## config.mk

```make
export PLATFORM = sky130hd
export DESIGN_NAME = instr_fetch_unit
export DESIGN_NICKNAME = d
export VERILOG_FILES = /design/src/rtl/instr_fetch_unit.sv
export SDC_FILE = /design/constraint.sdc
export NUM_CORES = 1
export LEC_CHECK = 0
export ABC_CLOCK_PERIOD_IN_PS = 3060
export CORE_ASPECT_RATIO = 1.5
export CORE_UTILIZATION = 45
export CTS_BUF_LIST = sky130_fd_sc_hd__clkbuf_8 sky130_fd_sc_hd__clkbuf_16
export DETAILED_ROUTE_END_ITERATION = 10
export SYNTH_ARGS = -nofsm -noshare
export SYNTH_HDL_FRONTEND = slang
export SYNTH_SLANG_ARGS = --single-unit
```

## constraint.sdc

```tcl
create_clock -name Clk -period 3.06 [get_ports Clk]
set_input_delay 0.612 -clock Clk [delete_from_list [all_inputs] [get_ports Clk]]
set_output_delay 0.612 -clock Clk [all_outputs]
set_load 0.05 [all_outputs]
```

## src/rtl/instr_fetch_unit.sv

```systemverilog
// Instruction fetch unit: program memory loaded while in LOAD, then fetched from
// PC in RUN with in-fetch JUMP/HALT decode. Leaves HALT only through Reset.
module instr_fetch_unit #(
    parameter int ADDR_W = 5,
    parameter int DATA_W = 8
) (
    input  logic              Clk,
    input  logic              Reset,
    input  logic              Prog_We,
    input  logic [ADDR_W-1:0] Prog_Addr,
    input  logic [DATA_W-1:0] Prog_Data,
    input  logic              Start,
    input  logic              Stall,
    output logic [DATA_W-1:0] Instr_Code,
    output logic              Instr_Valid,
    output logic [ADDR_W-1:0] PC,
    output logic              Halted
);
    localparam int DEPTH = 1 << ADDR_W;

    typedef enum logic [1:0] {S_LOAD, S_RUN, S_HALT} state_t;

    state_t            state, state_nxt;
    logic [ADDR_W-1:0] pc_nxt;
    logic [DATA_W-1:0] mem [DEPTH];
    logic [DATA_W-1:0] cur;
    logic              is_ctl, is_jump, is_halt;

    assign cur     = mem[PC];
    // Top two bits 11 mark a control instruction; the next bit picks HALT over JUMP.
    assign is_ctl  = (cur[DATA_W-1 -: 2] == 2'b11);
    assign is_jump = is_ctl & ~cur[DATA_W-3];
    assign is_halt = is_ctl &  cur[DATA_W-3];

    always_ff @(posedge Clk or negedge Reset) begin
        if (!Reset) begin
            state <= S_LOAD;
            PC    <= '0;
        end else begin
            state <= state_nxt;
            PC    <= pc_nxt;
        end
    end

    // Reset wipes the program too, so every run needs a fresh load.
    always_ff @(posedge Clk or negedge Reset) begin
        if (!Reset) begin
            for (int i = 0; i < DEPTH; i++) mem[i] <= '0;
        end else if (state == S_LOAD && Prog_We) begin
            mem[Prog_Addr] <= Prog_Data;
        end
    end

    always_comb begin
        state_nxt = state;
        pc_nxt    = PC;
        case (state)
            S_LOAD: begin
                pc_nxt = '0;
                if (Start) state_nxt = S_RUN;
            end
            S_RUN: begin
                if (!Stall) begin
                    if (is_halt)      state_nxt = S_HALT;
                    else if (is_jump) pc_nxt = cur[ADDR_W-1:0];
                    else              pc_nxt = PC + 1'b1;
                end
            end
            default: ;
        endcase
    end

    assign Instr_Valid = (state == S_RUN);
    assign Instr_Code  = Instr_Valid ? cur : '0;
    assign Halted      = (state == S_HALT);
endmodule

```

==> run_results.csv, run 1 <==
group,metric,value,unit
placement,place_congestion,0.837,
floorplan,die-area,28100,µm²
critical_path,cpMaxStageDelayCell,"mux4_2",
placement,dp_hpwl,21500,µm
synth,synthesis.area,12300,µm²
synth,synth-xor-area-share,0,%
clock_network,clock_latency,0.54,ns
placement,dp_slack,-0.00734,ns
synth,synthAdderAreaFrac,0.101,%
route,first_iter_violations,440,
final_layout,fin_nets,921,
worst_hold_path,min-delay-path-class,"reg -> reg",
global_route,grt_max_degree,82,
final_layout,drive_gt1_share,53.3,%
sta,finalWorstSetupSlack,-0.391,ns
route,via_count,7430,
sta,finalHoldViolCount,0,
synth,muxShareOfSynthArea,37.2,%
synth,synth_common_cells,"mux2_2 (267), dfrtp_1 (263), mux4_2 (63), clkbuf_1 (37), nand2_1 (33)",
job,maxCapViolations,0,
critical_path,crit_type,"reg -> out",
clock_network,cts.clk_slew.worst_paths,0.06,ns
critical_path,regToRegSetupSlack,0,ns
sta,setup_violations,8,
global_route,grt.total_usage,24.5,%
critical_path,cp-start-kind,"flip-flop",
sta,slew_violations,0,
synth,synth_top_area_share,53.4,%
synth,avgSynthCellArea,15.0,µm²
synth,netlist_instances,820,
power_and_ir_drop,power.density,478,nW/µm²
route,drc_errors,0,
power_and_ir_drop,p_leak,0.00687,µW
synth,ys.flop_type,"dfrtp_1",
final_layout,diodes,0,
route,vias_per_cell,5.91,
clock_network,cts_tree,"yes",
route,finalWirelength,31700,µm
global_route,grt_pass1_wl,50100,µm
final_layout,final_util,54.6,%
synth,yosysWarnings,0,
outcome,violations,"setup timing",
floorplan,num_rows,73,
sta,whs,0.499,ns
floorplan,io_pins,33,
synth,async_reset_ff_share,100,%
final_layout,area_delta_synth_final,18.1,%
route,antenna_left,0,
critical_path,path_max_fanout,15,
critical_path,cp.required,2.45,ns
floorplan,fp.coreArea,26700,µm²
placement,portBuffers,32,
sta,skew,0.00740,ns
clock_network,clock_path_buffers,3,
sta,rsz0062_at_grt,"yes",
synth,yosysSeqAreaShare,53.4,%
sta,worstMarginPinSlew,0.596,ns
synth,ys_seq_elements,263,
synth,synth_top_cell_by_area,"dfrtp_1",
floorplan,die_x,137,µm
sta,fin_crit,3.45,ns
synth,synth.most_common_cell,"mux2_2",
global_route,grt_overflow_total,0,
synth,synth_top_family_by_area,"multiplexers",
sta,maxSlewHeadroom,60.2,%
clock_network,cts_sinks,263,
synth,syn_nets,839,
floorplan,die_h,205,µm
critical_path,crit_chain,"buf_16 > mux4_2 > mux4_2 > mux2i_4 > nor2_4 > buf_6",
route,routedWlPerCell,25.2,µm
clock_network,ctsHtreeMaxLevel,1,
critical_path,max_stage_delay,0.56,ns
final_layout,finalInstanceArea,14600,µm²
synth,yosys.area_share.simple,4.64,%
synth,synthTopCellsByArea,"dfrtp_1 (53%), mux2_2 (24%), mux4_2 (12%)",
floorplan,start_util,46.2,%
outcome,outcome,"complete, but fails checks",
global_route,grt_antenna_before_repair,0,
power_and_ir_drop,ir_drop,0.422,mV
synth,synth_edf_count,0,
synth,synth-compound-area-share,2.11,%
critical_path,crit_path_end_kind,"primary output",
global_route,grt_pass1_vias,8237,
synth,ys_types,50,
sta,timing.final.crit_share,113,%
placement,placed_area,13300,µm²
clock_network,root_buffer,"clkbuf_16",
clock_network,cts_made_buffers,27,
critical_path,critPathMostFrequentCell,"mux4_2",
sta,fmax,0.290,GHz
critical_path,critPathArrivalTime,2.84,ns
route,drt_first_pass_iters,4,
worst paths after layout:
check,startpoint,to,depth (start not counted)
max in group asynchronous,Reset,mem[144],3
max,PC[0],Instr_Code[3],6
min in group asynchronous,Reset,mem[127],2
min reg2reg,mem[139],mem[139],1
min,mem[139],mem[139],1
max reg2reg,PC[0],PC[0],11
power by group:
| group | internal, µW | leakage [µW] | switching (µW) |
|---|---|---|---|
| Clock | 1930 | 0.000456 | 1370 |
| Sequential | 3480 | 0.00367 | 0 |
| Combinational | 41.5 | 0.00275 | 142 |
cell usage in the layout, fill, tap and decap left out, types with 3 or more instances in the layout:
master	instances
inv_1	10
clkbuf_8	7
nor2_1	26
nand4_1	3
buf_12	7
nor2_2	3
nand2_1	33
o22ai_1	4
buf_4	64
a21oi_1	5
mux4_2	63
buf_6	11
nor3b_1	4
o211ai_1	4
nor2b_1	7
buf_16	3
nand3_1	3
nand2b_1	8
dfrtp_1	260
clkbuf_16	27
mux2_2	267
mux2i_4	5
nor4_1	3
nor2_4	3
clkinv_2	6
buf_8	3
mux2i_1	8
clkdlybuf4s50_1	21
worst max-delay path, delay by kind of cell (launching register included):
family | cells | cell delay (ns)
buf+inv | 2 | 0.37
flops | 1 | 0.49
mux | 3 | 1.35
simple gates | 1 | 0.07
sequential cells by signal, summed over array words and instances (netlist names):
signal,count
PC,5
mem,256
state,2
per-layer routing:
layer	track usage (%)	vias up	part of all wire [%]
li1	-	3219	-
met1	30.4	3941	39
met2	42.0	195	52
met3	2.94	75	3.9
met4	11.8	0	5.0
met5	0	-	0
cell families after synthesis:
| group | count (synthesis) |
|---|---|
| fa+ha+maj | 1 |
| mux | 345 |
| compound gates | 35 |
| buf+inv | 64 |
| simple gates | 112 |
| flops | 263 |
stage by stage:
stage / TNS [ns] / total power, µW / cells
after floorplan: -0.0227 / 3590 / 820
after global placement: 0 / 3720 / 1190
after detailed placement: -0.00734 / 3730 / 1190
after CTS: -3.32 / 7040 / 1261
after global routing: -3.51 / 7190 / 1257
final: -2.67 / 6960 / 1257
timing repair:
item                       in CTS  in global routing
gates resized for setup        22                 15
hold buffers                    1                  0
pin swaps                       1                  4
gates cloned                    2                  0
setup buffers                  21                  2
setup endpoints to repair       8                 13
hold endpoints to repair       45                  0
cell type report:
type	instances	area (µm²)
Timing Repair Buffer	110	1090
Tap cell	337	422
Multi-Input combinational cell	493	5550
Inverter	7	26.3
Clock buffer	34	772
Sequential cell	263	6590
Clock inverter	13	113
Fill cell	2193	12100
Note: power is estimated with default switching activity, not from simulation.
==> run 2, diff against run 1 <==
Settings changed: PLACE_DENSITY from default to 0.63.
==> run 2 against run 1 <==
  * The run still ends with setup timing left
  * Total power decreased by 1.0%
  * Sequential share of layout area decreased by 0.26 points
  * Highest routed layer unchanged
  * First-iteration DRC count fell by 5.0%
  * Largest cell class unchanged
  * Count of clock-buffer cells in the layout shrank 1
  * Worst setup slack worse by 0.044 ns
  * Non-clock buffer count is 6 higher
  * Wire length up 0.22%
  * Critical path depth increased by 2
  * Hold slack lost 0.43 ns
==> run_results.csv, run 2 (synthesis results as in run 1) <==
group,metric,value,unit
outcome,outcome,"complete, but fails checks",
outcome,violations,"setup timing",
critical_path,path_max_fanout,5,
route,drt_first_pass_iters,4,
worst_hold_path,min-delay-path-class,"in -> async",
sta,maxSlewHeadroom,26.6,%
clock_network,clock_latency,0.53,ns
power_and_ir_drop,ir_drop,0.362,mV
final_layout,fin_nets,926,
final_layout,mostFrequentLayoutCell,"mux2_2",
sta,skew,0.0118,ns
clock_network,clock_path_buffers,3,
critical_path,crit_path_end_kind,"primary output",
sta,slew_violations,0,
critical_path,crit_end,"Instr_Code[0]",
floorplan,die_h,205,µm
route,finalWirelength,31800,µm
final_layout,largest_register_ffs,256,
final_layout,largestRegisters,"mem: 256 flops, PC: 5 flops, state: 2 flops",
placement,dp_hpwl,21300,µm
power_and_ir_drop,p_leak,0.00695,µW
critical_path,worstRegToRegCells,12,
floorplan,num_rows,73,
global_route,grt.total_usage,24.5,%
final_layout,final_util,54.9,%
placement,placed_area,13400,µm²
route,drc_errors,0,
placement,place_congestion,0.803,
critical_path,cp-start-kind,"flip-flop",
route,routedWlPerCell,25.2,µm
sta,worstMarginPinSlew,1.10,ns
clock_network,cts_tree,"yes",
global_route,grt_pass1_wl,50500,µm
final_layout,finalInstanceArea,14600,µm²
clock_network,root_buffer,"clkbuf_16",
clock_network,cts.clk_slew.worst_paths,0.06,ns
power_and_ir_drop,power.density,471,nW/µm²
final_layout,drive_gt1_share,53.4,%
final_layout,layout_common_cells,"mux2_2 (267), dfrtp_1 (260), buf_4 (68)",
route,first_iter_violations,418,
global_route,grt_overflow_total,0,
sta,fmax,0.286,GHz
job,maxCapViolations,0,
final_layout,area_delta_synth_final,18.7,%
global_route,grt_pass1_vias,8305,
sta,finalWorstSetupSlack,-0.435,ns
power_and_ir_drop,power,6890,µW
critical_path,r2r_end,"PC[4]",
route,antenna_left,0,
final_layout,top_register,"mem",
sta,finalHoldViolCount,0,
critical_path,crit_start,"PC[0]",
floorplan,die_x,137,µm
global_route,grt_max_degree,84,
floorplan,io_pins,33,
clock_network,cts_made_buffers,26,
critical_path,crit_type,"reg -> out",
critical_path,reg2reg_from,"PC[0]",
floorplan,start_util,46.2,%
global_route,grt_antenna_before_repair,0,
floorplan,fp.coreArea,26700,µm²
critical_path,critPathArrivalTime,2.88,ns
route,via_count,7483,
critical_path,regToRegSetupSlack,0.14,ns
sta,timing.final.crit_share,114,%
sta,setup_violations,8,
sta,rsz0062_at_grt,"yes",
clock_network,cts_sinks,263,
clock_network,ctsHtreeMaxLevel,1,
critical_path,cp.required,2.45,ns
sta,fin_crit,3.49,ns
floorplan,die-area,28100,µm²
placement,portBuffers,32,
final_layout,diodes,0,
route,vias_per_cell,5.93,
-- run 2: cell count changes in the layout (fill, tap and decap cells not counted), moves of 2 or more --
cell	previous run	this run
inv_1	10	12
o21ai_2	1	3
mux2i_1	8	11
o22ai_2	0	2
o22ai_1	4	2
buf_4	64	68
clkinvlp_4	1	3
buf_8	3	5
buf_12	7	13
buf_6	11	7
buf_16	3	1
mux2i_4	5	3
clkinv_2	6	2
-- run 2: how the worst min path moves through the flow --
stage | startpoint | end | slack (ns) | depth (start not counted)
after floorplan | Reset | PC[0] | 0.32 | 0
after global placement | mem[102] | mem[102] | 0.48 | 1
after detailed placement | mem[32] | mem[32] | 0.49 | 1
after global routing | Reset | mem[163] | 0.09 | 1
after CTS | Reset | mem[184] | 0.09 | 1
final | Reset | mem[184] | 0.07 | 1
-- run 2: critical path: stages, from the launching register on --
cell	delay, ns
dfrtp_4	0.50
buf_12	0.16
buf_12	0.14
buf_12	0.12
mux4_2	0.40
mux4_2	0.53
mux2i_4	0.26
nor2_4	0.07
buf_6	0.15
-- run 2: stage by stage --
stage / worst slack (ns) / hold WS, ns / instances / TNS, ns
2_1_floorplan: -0.0215 / 0.316 / 820 / -0.0227
3_3_place_gp: 0.0526 / 0.482 / 1194 / 0
3_5_place_dp: 0.0323 / 0.489 / 1194 / 0
4_1_cts: -0.452 / 0.0911 / 1263 / -3.22
5_1_grt: -0.473 / 0.0946 / 1262 / -3.45
6_report: -0.435 / 0.0673 / 1262 / -2.82
-- run 2: metal layers --
layer | vias up | wire length (µm) | GRT usage, %
li1 | 3221 | - | -
met2 | 180 | 17200 | 44.0
met5 | - | 0 | 0
met3 | 49 | 1240 | 2.08
met4 | 0 | 837 | 7.50
met1 | 4033 | 12500 | 30.9
-- run 2: cell type report --
| cell class | instances | area [µm²] |
|---|---|---|
| Tap cell | 337 | 422 |
| Fill cell | 2167 | 12000 |
| Clock inverter | 13 | 115 |
| Multi-Input combinational cell | 493 | 5540 |
| Timing Repair Buffer | 116 | 1190 |
| Sequential cell | 263 | 6590 |
| Clock buffer | 33 | 758 |
| Inverter | 7 | 26.3 |
-- run 2: repair_timing --
item | 4_1_cts | 5_1_grt
buffers inserted | 18 | 2
resized for setup | 25 | 8
cloned | 5 | 0
pin swaps | 4 | 3
hold buffers | 0 | 0
setup endpoints to repair | 8 | 12
-- run 2: where the power goes --
part / internal, µW / total [µW] / leakage (µW) / switching (µW)
combinational: 42.6 / 181 / 0.00284 / 139
clock: 1910 / 3230 / 0.000444 / 1330
sequential: 3480 / 3480 / 0.00367 / 0
total: 5420 / 6890 / 0.00695 / 1460
==> run 3, diff against run 2 <==
Settings changed: CORE_ASPECT_RATIO 1.5 to default.
==> run 3 against run 2 <==
  * The run still ends with setup timing left
  * Critical path depth decreased by 1
  * Design area is 2.1% higher
  * Worst setup slack better by 0.041 ns
  * Core utilization increased by 0.59 points
  * Hold slack lost 0.023 ns
  * Sequential power barely moved
  * First-iteration DRC count is 11% higher
  * Count of clock-buffer cells in the layout did not move
  * Combinational power barely moved
  * Clock skew rose by 0.0077 ns
  * Sequential cell count unchanged
  * Critical path type unchanged
  * Via count up 1.5%
==> run_results.csv, run 3 (synthesis results as in run 1) <==
group,metric,value,unit
critical_path,critical-path-top-delay-family,"multiplexers",
route,routedWlPerCell,25.0,µm
final_layout,area_delta_synth_final,21.3,%
power_and_ir_drop,ir_drop,0.434,mV
global_route,grt.total_usage,23.6,%
worst_hold_path,min-delay-path-class,"in -> async",
critical_path,critPathBufInv,3,
sta,maxSlewHeadroom,24.4,%
floorplan,num_rows,60,
critical_path,cp-start-kind,"flip-flop",
power_and_ir_drop,power.density,487,nW/µm²
critical_path,cpMaxStageDelayCell,"dfrtp_4",
floorplan,die-area,28100,µm²
final_layout,final_util,55.5,%
floorplan,io_pins,33,
final_layout,mostFrequentLayoutCell,"mux2_2",
critical_path,cp.required,2.45,ns
floorplan,die_h,168,µm
floorplan,fp.coreArea,27000,µm²
final_layout,nFillCells,2123,
route,finalWirelength,32000,µm
sta,finalHoldViolCount,0,
critical_path,critPathArrivalTime,2.84,ns
clock_network,cts_made_buffers,29,
critical_path,worstRegToRegCells,11,
clock_network,ctsHtreeMaxLevel,1,
clock_network,cts_tree,"yes",
final_layout,largestRegisters,"mem: 256 flops, PC: 5 flops, state: 2 flops",
placement,portBuffers,32,
placement,place_congestion,0.879,
sta,skew,0.0195,ns
critical_path,reg2reg_from,"PC[0]",
route,antenna_left,0,
floorplan,start_util,45.7,%
route,drc_errors,0,
clock_network,ctsHoldBuffers,0,
route,vias_per_cell,5.92,
power_and_ir_drop,power,7280,µW
global_route,grt_overflow_total,0,
critical_path,path_max_fanout,7,
global_route,grt_antenna_before_repair,0,
final_layout,multiInputGateArea,5620,µm²
power_and_ir_drop,p_leak,0.00706,µW
critical_path,crit_chain,"buf_6 > buf_16 > mux4_2 > mux4_2 > mux2i_4 > nor2_4 > buf_6",
sta,rsz0062_at_grt,"yes",
route,first_iter_violations,463,
final_layout,finalInstanceArea,15000,µm²
final_layout,diodes,0,
job,maxCapViolations,0,
final_layout,fin_nets,940,
global_route,grt_pass1_wl,50100,µm
sta,whs,0.0442,ns
placement,placed_area,13400,µm²
sta,fmax,0.289,GHz
critical_path,crit_type,"reg -> out",
final_layout,top_register,"mem",
critical_path,max_stage_delay,0.53,ns
sta,finalWorstSetupSlack,-0.394,ns
clock_network,root_buffer,"clkbuf_16",
critical_path,crit_cells,7,
outcome,violations,"setup timing",
route,drt_first_pass_iters,5,
clock_network,clock_latency,0.55,ns
critical_path,crit_start,"PC[0]",
sta,setup_violations,8,
sta,slew_violations,0,
global_route,grt_max_degree,77,
clock_network,cts.clk_slew.worst_paths,0.06,ns
final_layout,layout_common_cells,"mux2_2 (267), dfrtp_1 (260), buf_4 (76)",
route,via_count,7597,
sta,fin_crit,3.45,ns
sta,finalSetupTns,-2.93,ns
floorplan,die_x,168,µm
critical_path,crit_path_end_kind,"primary output",
sta,worstMarginPinSlew,1.13,ns
final_layout,largest_register_ffs,256,
final_layout,drive_gt1_share,55.1,%
clock_network,clock_path_buffers,3,
global_route,grt_pass1_vias,8302,
placement,dp_hpwl,20500,µm
sta,timing.final.crit_share,113,%
outcome,outcome,"complete, but fails checks",
clock_network,cts_sinks,263,
final_layout,regArea,6590,µm²
run 3: changes by cell type in the layout (fill, tap and decap cells not counted), sizes merged:
cell / change
buf: +10
clkinv: +7
bufinv: +3
clkinvlp: -2
inv: -2
bufbuf: -1
clkbuf: +1
clkdlybuf4s50: +1
run 3: cell type report:
type,count,share of cell area [%]
sequential,263,44.1
tap,341,2.85
clock buffer,33,5.22
clock inverter,19,1.49
inverter,7,0.176
multi-input combinational,493,37.6
timing repair buffer,127,8.64
run 3: path summary, 6_finish.rpt:
| kind | end | slack (ns) |
|---|---|---|
| max in group asynchronous | mem[117] | 2.18 |
| min in group Clk | mem[198] | 0.50 |
| hold / removal | mem[95] | 0.04 |
| setup reg to reg | PC[0] | 0.02 |
| hold reg to reg | mem[198] | 0.50 |
| setup / recovery | Instr_Code[4] | -0.39 |
run 3: stage by stage:
step                setup slack, ns  cells
finish                       -0.394   1283
global route                 -0.462   1283
CTS                          -0.439   1271
detailed placement           0.0852   1205
floorplan                   -0.0215    820
global placement             0.0646   1205
run 3: where the power goes:
group	switching, µW	total (µW)	leakage (µW)	internal (µW)
registers	0	3480	0.00367	3480
clock network	1390	3620	0.000513	2240
logic	140	184	0.00288	44.3
run 3: what timing repair did:
action                     4_1_cts  5_1_grt
pin swaps                        2        7
gates resized for setup         26       21
setup endpoints to repair        8       10
setup buffers                   11       14
cloned                           3        1
run 3: per-layer routing:
layer	global-route usage (%)	share of wire, %
met2	41.4	51
met1	30.5	42
met4	7.46	3.7
met3	3.00	3.6
met5	0	0
